**config.mk**
```make
export PLATFORM = sky130hd
export DESIGN_NAME = id_ex_decode
export DESIGN_NICKNAME = d
export VERILOG_FILES = /design/src/rtl/id_ex_decode.sv
export SDC_FILE = /design/constraint.sdc
export NUM_CORES = 1
export LEC_CHECK = 0
export BUFFER_PORTS_ARGS = -buffer_cell sky130_fd_sc_hd__buf_4
export CAP_MARGIN = 20
export CORE_MARGIN = 4
export CORE_UTILIZATION = 40
export DETAILED_ROUTE_END_ITERATION = 12
export PLACE_DENSITY_LB_ADDON = 0.08
export SLEW_MARGIN = 40
export SYNTH_ARGS = -nofsm -noshare
export SYNTH_HDL_FRONTEND = slang
export SYNTH_SLANG_ARGS = --single-unit
```
**constraint.sdc**
```tcl
create_clock -name clk -period 1.8 [get_ports clk]
set_input_delay 0.36 -clock clk [delete_from_list [all_inputs] [get_ports clk]]
set_output_delay 0.36 -clock clk [all_outputs]
set_load 0.05 [all_outputs]
```
**src/rtl/id_ex_decode.sv**
```systemverilog
// id_ex_decode: decodes a MIPS-subset instruction in the decode stage and
// registers the resulting control strobes, ALU select and operand fields into
// the ID/EX pipeline register. Supports stall (hold), flush (bubble) and
// synchronous reset (bubble).
module id_ex_decode #(
  parameter bit IMM_LOGIC = 1'b1
) (
  input  logic        clk,
  input  logic        reset,
  input  logic [31:0] instr_d,
  input  logic        valid_d,
  input  logic        stall_e,
  input  logic        flush_e,
  output logic [2:0]  alu_select_e,
  output logic        regwrite_e,
  output logic        memtoreg_e,
  output logic        memwrite_e,
  output logic        branch_e,
  output logic        alusrc_e,
  output logic        regdst_e,
  output logic        jump_e,
  output logic [4:0]  rs_e,
  output logic [4:0]  rt_e,
  output logic [4:0]  rd_e,
  output logic [31:0] imm_e,
  output logic        valid_e,
  output logic        illegal_e
);

  // Opcodes
  localparam logic [5:0] OP_RTYPE = 6'b000000;
  localparam logic [5:0] OP_LW    = 6'b100011;
  localparam logic [5:0] OP_SW    = 6'b101011;
  localparam logic [5:0] OP_BEQ   = 6'b000100;
  localparam logic [5:0] OP_ADDI  = 6'b001000;
  localparam logic [5:0] OP_J     = 6'b000010;
  localparam logic [5:0] OP_ANDI  = 6'b001100;
  localparam logic [5:0] OP_ORI   = 6'b001101;
  localparam logic [5:0] OP_SLTI  = 6'b001010;

  // R-type function codes
  localparam logic [5:0] FN_ADD = 6'b100000;
  localparam logic [5:0] FN_SUB = 6'b100010;
  localparam logic [5:0] FN_AND = 6'b100100;
  localparam logic [5:0] FN_OR  = 6'b100101;
  localparam logic [5:0] FN_SLT = 6'b101010;

  // ALU select encodings
  localparam logic [2:0] ALU_AND = 3'b000;
  localparam logic [2:0] ALU_OR  = 3'b001;
  localparam logic [2:0] ALU_ADD = 3'b010;
  localparam logic [2:0] ALU_SUB = 3'b110;
  localparam logic [2:0] ALU_SLT = 3'b111;

  // Contents of the ID/EX register
  typedef struct packed {
    logic        valid;
    logic        illegal;
    logic [2:0]  alu_sel;
    logic        regwrite;
    logic        memtoreg;
    logic        memwrite;
    logic        branch;
    logic        alusrc;
    logic        regdst;
    logic        jump;
    logic [4:0]  rs;
    logic [4:0]  rt;
    logic [4:0]  rd;
    logic [31:0] imm;
  } ex_reg_t;

  ex_reg_t   dec_s;
  ex_reg_t   bubble_s;
  ex_reg_t   ex_d;
  ex_reg_t   ex_q;
  logic [5:0] opcode_s;
  logic [5:0] funct_s;

  assign opcode_s = instr_d[31:26];
  assign funct_s  = instr_d[5:0];

  // Bubble pattern: nothing valid, every strobe low, ALU select parked on ADD
  always_comb begin
    bubble_s         = '0;
    bubble_s.alu_sel = ALU_ADD;
  end

  // Combinational decode of the instruction presented in the decode stage
  always_comb begin
    dec_s         = '0;
    dec_s.valid   = 1'b1;
    dec_s.alu_sel = ALU_ADD;
    dec_s.rs      = instr_d[25:21];
    dec_s.rt      = instr_d[20:16];
    dec_s.rd      = instr_d[15:11];
    dec_s.imm     = {{16{instr_d[15]}}, instr_d[15:0]};

    case (opcode_s)
      OP_RTYPE: begin
        dec_s.regwrite = 1'b1;
        dec_s.regdst   = 1'b1;
        case (funct_s)
          FN_ADD:  dec_s.alu_sel = ALU_ADD;
          FN_SUB:  dec_s.alu_sel = ALU_SUB;
          FN_AND:  dec_s.alu_sel = ALU_AND;
          FN_OR:   dec_s.alu_sel = ALU_OR;
          FN_SLT:  dec_s.alu_sel = ALU_SLT;
          default: dec_s.illegal = 1'b1;
        endcase
      end
      OP_LW: begin
        dec_s.regwrite = 1'b1;
        dec_s.memtoreg = 1'b1;
        dec_s.alusrc   = 1'b1;
        dec_s.alu_sel  = ALU_ADD;
      end
      OP_SW: begin
        dec_s.memwrite = 1'b1;
        dec_s.alusrc   = 1'b1;
        dec_s.alu_sel  = ALU_ADD;
      end
      OP_BEQ: begin
        dec_s.branch  = 1'b1;
        dec_s.alu_sel = ALU_SUB;
      end
      OP_ADDI: begin
        dec_s.regwrite = 1'b1;
        dec_s.alusrc   = 1'b1;
        dec_s.alu_sel  = ALU_ADD;
      end
      OP_J: begin
        dec_s.jump    = 1'b1;
        dec_s.alu_sel = ALU_ADD;
      end
      OP_ANDI, OP_ORI, OP_SLTI: begin
        if (IMM_LOGIC) begin
          dec_s.regwrite = 1'b1;
          dec_s.alusrc   = 1'b1;
          case (opcode_s)
            OP_ANDI: dec_s.alu_sel = ALU_AND;
            OP_ORI:  dec_s.alu_sel = ALU_OR;
            default: dec_s.alu_sel = ALU_SLT;
          endcase
        end else begin
          dec_s.illegal = 1'b1;
        end
      end
      default: dec_s.illegal = 1'b1;
    endcase

    // An illegal instruction still carries its fields but drives no strobes
    if (dec_s.illegal) begin
      dec_s.alu_sel  = ALU_ADD;
      dec_s.regwrite = 1'b0;
      dec_s.memtoreg = 1'b0;
      dec_s.memwrite = 1'b0;
      dec_s.branch   = 1'b0;
      dec_s.alusrc   = 1'b0;
      dec_s.regdst   = 1'b0;
      dec_s.jump     = 1'b0;
    end else begin
      dec_s.illegal  = 1'b0;
    end
  end

  // Next register value: flush beats stall, stall beats a new load
  always_comb begin
    ex_d = bubble_s;
    if (flush_e) begin
      ex_d = bubble_s;
    end else if (stall_e) begin
      ex_d = ex_q;
    end else if (valid_d) begin
      ex_d = dec_s;
    end else begin
      ex_d = bubble_s;
    end
  end

  // ID/EX pipeline register with synchronous reset to a bubble
  always_ff @(posedge clk) begin
    if (reset) begin
      ex_q <= bubble_s;
    end else begin
      ex_q <= ex_d;
    end
  end

  assign valid_e      = ex_q.valid;
  assign illegal_e    = ex_q.illegal;
  assign alu_select_e = ex_q.alu_sel;
  assign regwrite_e   = ex_q.regwrite;
  assign memtoreg_e   = ex_q.memtoreg;
  assign memwrite_e   = ex_q.memwrite;
  assign branch_e     = ex_q.branch;
  assign alusrc_e     = ex_q.alusrc;
  assign regdst_e     = ex_q.regdst;
  assign jump_e       = ex_q.jump;
  assign rs_e         = ex_q.rs;
  assign rt_e         = ex_q.rt;
  assign rd_e         = ex_q.rd;
  assign imm_e        = ex_q.imm;

endmodule

```
==> flow_summary.html <==
<table>
<tr><th>Metric</th><th>Value</th></tr>
<tr><th colspan="2">Logic synthesis</th></tr>
<tr><td>Ys async rst share</td><td>0%</td></tr>
<tr><td>Main flop type after synthesis</td><td>sky130_fd_sc_hd__dfxtp_1</td></tr>
<tr><td>Avg Cell Area, Syn</td><td>8.68 sq um</td></tr>
<tr><td>Gate Count Post-Synth</td><td>206</td></tr>
<tr><td>Top cell type by total area after synthesis</td><td>sky130_fd_sc_hd__dfxtp_1</td></tr>
<tr><td>Combined area of all synthesized cells</td><td>1790 sq um</td></tr>
<tr><td>Synth top area cells</td><td>sky130_fd_sc_hd__dfxtp_1, sky130_fd_sc_hd__a22oi_1, sky130_fd_sc_hd__buf_4</td></tr>
<tr><td>Post-synth top area share</td><td>roughly 43%</td></tr>
<tr><td>Synthesized net count</td><td>243</td></tr>
<tr><td>Count of cell types in the netlist</td><td>37</td></tr>
<tr><td>FF+latch count, synth</td><td>38</td></tr>
<tr><td>Sequential element share of the synthesized area</td><td>42.5%</td></tr>
<tr><td>Number of warnings issued by yosys</td><td>0</td></tr>
<tr><td>Count of flip-flops with a built-in enable after synthesis</td><td>0</td></tr>
<tr><th colspan="2">Cells and area</th></tr>
<tr><td>Most frequent standard cell in the layout excluding fill and tap cells</td><td>sky130_fd_sc_hd__buf_4</td></tr>
<tr><td>Synthesis-to-finish area growth</td><td>43.7%</td></tr>
<tr><td>Ratio of cells with drive above 1 in the final layout</td><td>43.3%</td></tr>
<tr><td>Final core area utilization</td><td>roughly three fifths</td></tr>
<tr><td>Cell Count, Final, Fillers Out</td><td>336</td></tr>
<tr><td>Final net count</td><td>321</td></tr>
<tr><td>Commonest cells after routing, fill and taps aside</td><td>sky130_fd_sc_hd__buf_4, sky130_fd_sc_hd__dfxtp_1, sky130_fd_sc_hd__nor2_1, sky130_fd_sc_hd__a22oi_1, sky130_fd_sc_hd__nand2_1</td></tr>
<tr><td>Antenna diode count</td><td>0</td></tr>
<tr><th colspan="2">Timing</th></tr>
<tr><td>RSZ-0062 raised after global routing</td><td>no</td></tr>
<tr><td>Final worst clock skew</td><td>0 ns</td></tr>
<tr><td>Setup violators final</td><td>0</td></tr>
<tr><td>Final hold viol count</td><td>0</td></tr>
<tr><td>Maximum clock frequency</td><td>~630 MHz</td></tr>
<tr><td>Fraction of the cycle the final worst path needs</td><td>87.7%</td></tr>
<tr><td>Worst slew margin</td><td>65.9%</td></tr>
<tr><td>Min cycle time layout</td><td>1.58 ns</td></tr>
<tr><td>Slew at the pin closest to its max-slew limit</td><td>0.510 ns</td></tr>
<tr><td>Final slew viol count</td><td>0</td></tr>
<tr><th colspan="2">Place</th></tr>
<tr><td>Detail Placement HPWL</td><td>3450 microns</td></tr>
<tr><td>Count of input and output buffers</td><td>95</td></tr>
<tr><td>Placed cell count</td><td>329</td></tr>
<tr><td>Final weighted congestion of routability-driven global placement</td><td>0.766</td></tr>
<tr><th colspan="2">Setup path</th></tr>
<tr><td>Worst path arrival time</td><td>1.22 ns</td></tr>
<tr><td>Crit path capture type</td><td>primary output</td></tr>
<tr><td>Biggest fanout along the worst timing path</td><td>19</td></tr>
<tr><td>Kind of launch point of the worst setup path</td><td>register</td></tr>
<tr><td>Buffer and inverter count on the worst path</td><td>1</td></tr>
<tr><td>CP peak stage delay</td><td>0.64 ns</td></tr>
<tr><td>Critical-path top delay cell</td><td>sky130_fd_sc_hd__dfxtp_1</td></tr>
<tr><td>Series of cell instances along the critical path</td><td>buf_4</td></tr>
<tr><td>Worst Path Required</td><td>1.44 ns</td></tr>
<tr><td>Crit Path Category</td><td>reg -&gt; out</td></tr>
<tr><td>Category of cells accounting for the largest share of critical-path delay</td><td>flip-flops</td></tr>
<tr><th colspan="2">Routing</th></tr>
<tr><td>Detailed-route via count</td><td>~1800</td></tr>
<tr><td>Remaining number of nets flagged by the antenna check after routing</td><td>0</td></tr>
<tr><td>Drt pass-1 iters</td><td>4</td></tr>
<tr><td>Number of DRC violations after detailed-routing iteration 0</td><td>54</td></tr>
<tr><td>Number of vias per cell after detailed routing</td><td>5.21</td></tr>
<tr><td>Mean routed wirelength per cell</td><td>13.9 microns</td></tr>
<tr><td>Final Routed Wirelength</td><td>4680 microns</td></tr>
<tr><td>Number of remaining DRC errors</td><td>0</td></tr>
<tr><th colspan="2">Clocking</th></tr>
<tr><td>Clock insertion delay at the later pin of the skew report</td><td>0.28 ns</td></tr>
<tr><td>Resized Gates After CTS</td><td>0</td></tr>
<tr><td>TritonCTS Buffers</td><td>5</td></tr>
<tr><td>Buffer levels on the longest clock path</td><td>2</td></tr>
<tr><td>Setup fix buffers added after clock tree synthesis</td><td>0</td></tr>
<tr><td>Number of sinks driven by the clock tree</td><td>38</td></tr>
<tr><td>H-tree depth</td><td>2</td></tr>
<tr><td>Clock root cell</td><td>sky130_fd_sc_hd__clkbuf_8</td></tr>
<tr><td>Count of hold-fix buffers inserted at cts</td><td>0</td></tr>
<tr><td>Clock transition at the register clock pins on the worst setup and hold paths after CTS</td><td>0.07 ns</td></tr>
<tr><td>TritonCTS clock tree</td><td>yes</td></tr>
<tr><th colspan="2">Pwr</th></tr>
<tr><td>Peak VDD IR</td><td>0.269 mV</td></tr>
<tr><td>Leakage power summed over all cells</td><td>1.12 nW</td></tr>
<tr><td>Power per standard cell area</td><td>about 750 nW/um^2</td></tr>
<tr><th colspan="2">Status</th></tr>
<tr><td>Run status</td><td>completed</td></tr>
<tr><th colspan="2">Global route</th></tr>
<tr><td>Largest net degree at the start of global routing</td><td>41</td></tr>
<tr><td>Number of antenna violations at the first check in global routing</td><td>0</td></tr>
<tr><td>Wire length of the first global-routing pass</td><td>6850 microns</td></tr>
<tr><td>Via count of the first global-routing pass</td><td>approximately 1500</td></tr>
<tr><td>Global-route congestion overflow total</td><td>0</td></tr>
<tr><td>GRT Resource Usage Total</td><td>15.5%</td></tr>
<tr><th colspan="2">Job</th></tr>
<tr><td>Max cap viols</td><td>0</td></tr>
<tr><th colspan="2">Die</th></tr>
<tr><td>Std-Cell Rows</td><td>24</td></tr>
<tr><td>DIE HEIGHT</td><td>between 70 and 80 microns</td></tr>
<tr><td>Starting Density</td><td>41.1%</td></tr>
<tr><td>Floorplan core area</td><td>4350 sq um</td></tr>
<tr><td>Die area</td><td>5600 sq um</td></tr>
<tr><td>Die boundary width</td><td>between 70 and 80 microns</td></tr>
<tr><td>Top-level I/O count</td><td>96</td></tr>
<tr><th colspan="2">Worst hold path</th></tr>
<tr><td>Worst min path class</td><td>in -&gt; reg</td></tr>
</table>
worst paths after layout:
kind	slack, ns	endpoint	startpoint	cells past startpoint
setup / recovery	0.22	imm_e[20]	imm_e[30]	1
hold / removal	0.30	rt_e[3]	instr_d[19]	3
setup reg to reg	0.76	alu_select_e[1]	alu_select_e[1]	3
hold reg to reg	0.46	regdst_e	regdst_e	2
worst register-to-register path, delay by kind of cell, from the launching register on:
family,cells,cell delay (ns)
AND/OR/NAND/NOR,1,0.15
flip-flops,1,0.31
AO/OA/AOI/OAI,2,0.48
cell type report:
type	count	area (sq um)
Clock buffer	6	82.6
Clock inverter	1	30.0
Fill cell	415	1780
Inverter	1	3.75
Multi-Input combinational cell	131	812
Sequential cell	38	761
Tap cell	52	65.1
Timing Repair Buffer	107	816
sequential cells by signal (all words and copies together) (netlist names), 3 cells and up:
name	cells
rt_e	5
alu_select_e	3
imm_e	12
rd_e	4
rs_e	5
power breakdown:
group | internal (W) | total [W] | switching [W]
registers | 0.000854 | 0.000862 | 0.00000859
logic | 0.000140 | 0.000337 | 0.000197
clock network | 0.000443 | 0.000723 | 0.000280
total | 0.00144 | 0.00192 | 0.000485
logic make-up (layout without fill, tap and decap cells):
group                  after synthesis  after routing  share of synthesized area [%]
multiplexers                         1              1                          0.630
AND/OR/NAND/NOR                     75             75                           20.9
flip-flops                          38             38                           42.5
buffers and inverters               37            115                           12.2
AO/OA/AOI/OAI                       55             55                           23.8
cells in the mapped netlist (all sizes together) (2+ instances only):
master	count
or2	2
buf	23
nor2b	5
nand2b	6
nand2	8
nand3	3
nand4	3
clkbuf	13
o31ai	2
or3b	2
nor4bb	2
nor3	4
dfxtp	38
nand3b	2
o211ai	3
a211oi	2
a21oi	7
a22oi	28
o31a	2
nor2	36
per-stage QoR:
step / hold WS, ns / total power [W] / setup slack, ns / cell area (sq um) / setup TNS [ns]
2_1_floorplan: 0.504 / 0.00108 / 0.0826 / 1790 / 0
3_3_place_gp: 0.451 / 0.00122 / -0.0114 / 2460 / -0.0114
3_5_place_dp: 0.456 / 0.00122 / -0.0154 / 2460 / -0.0154
4_1_cts: 0.303 / 0.00194 / 0.194 / 2570 / 0
5_1_grt: 0.293 / 0.00201 / 0.109 / 2570 / 0
6_report: 0.305 / 0.00192 / 0.222 / 2570 / 0
metal layers:
metal	share of wire [%]	track usage [%]
met1	42	19.7
met2	46	25.2
met3	10	5.34
met4	1.1	4.15
met5	0	0
Power figures use the tool's default switching activity.
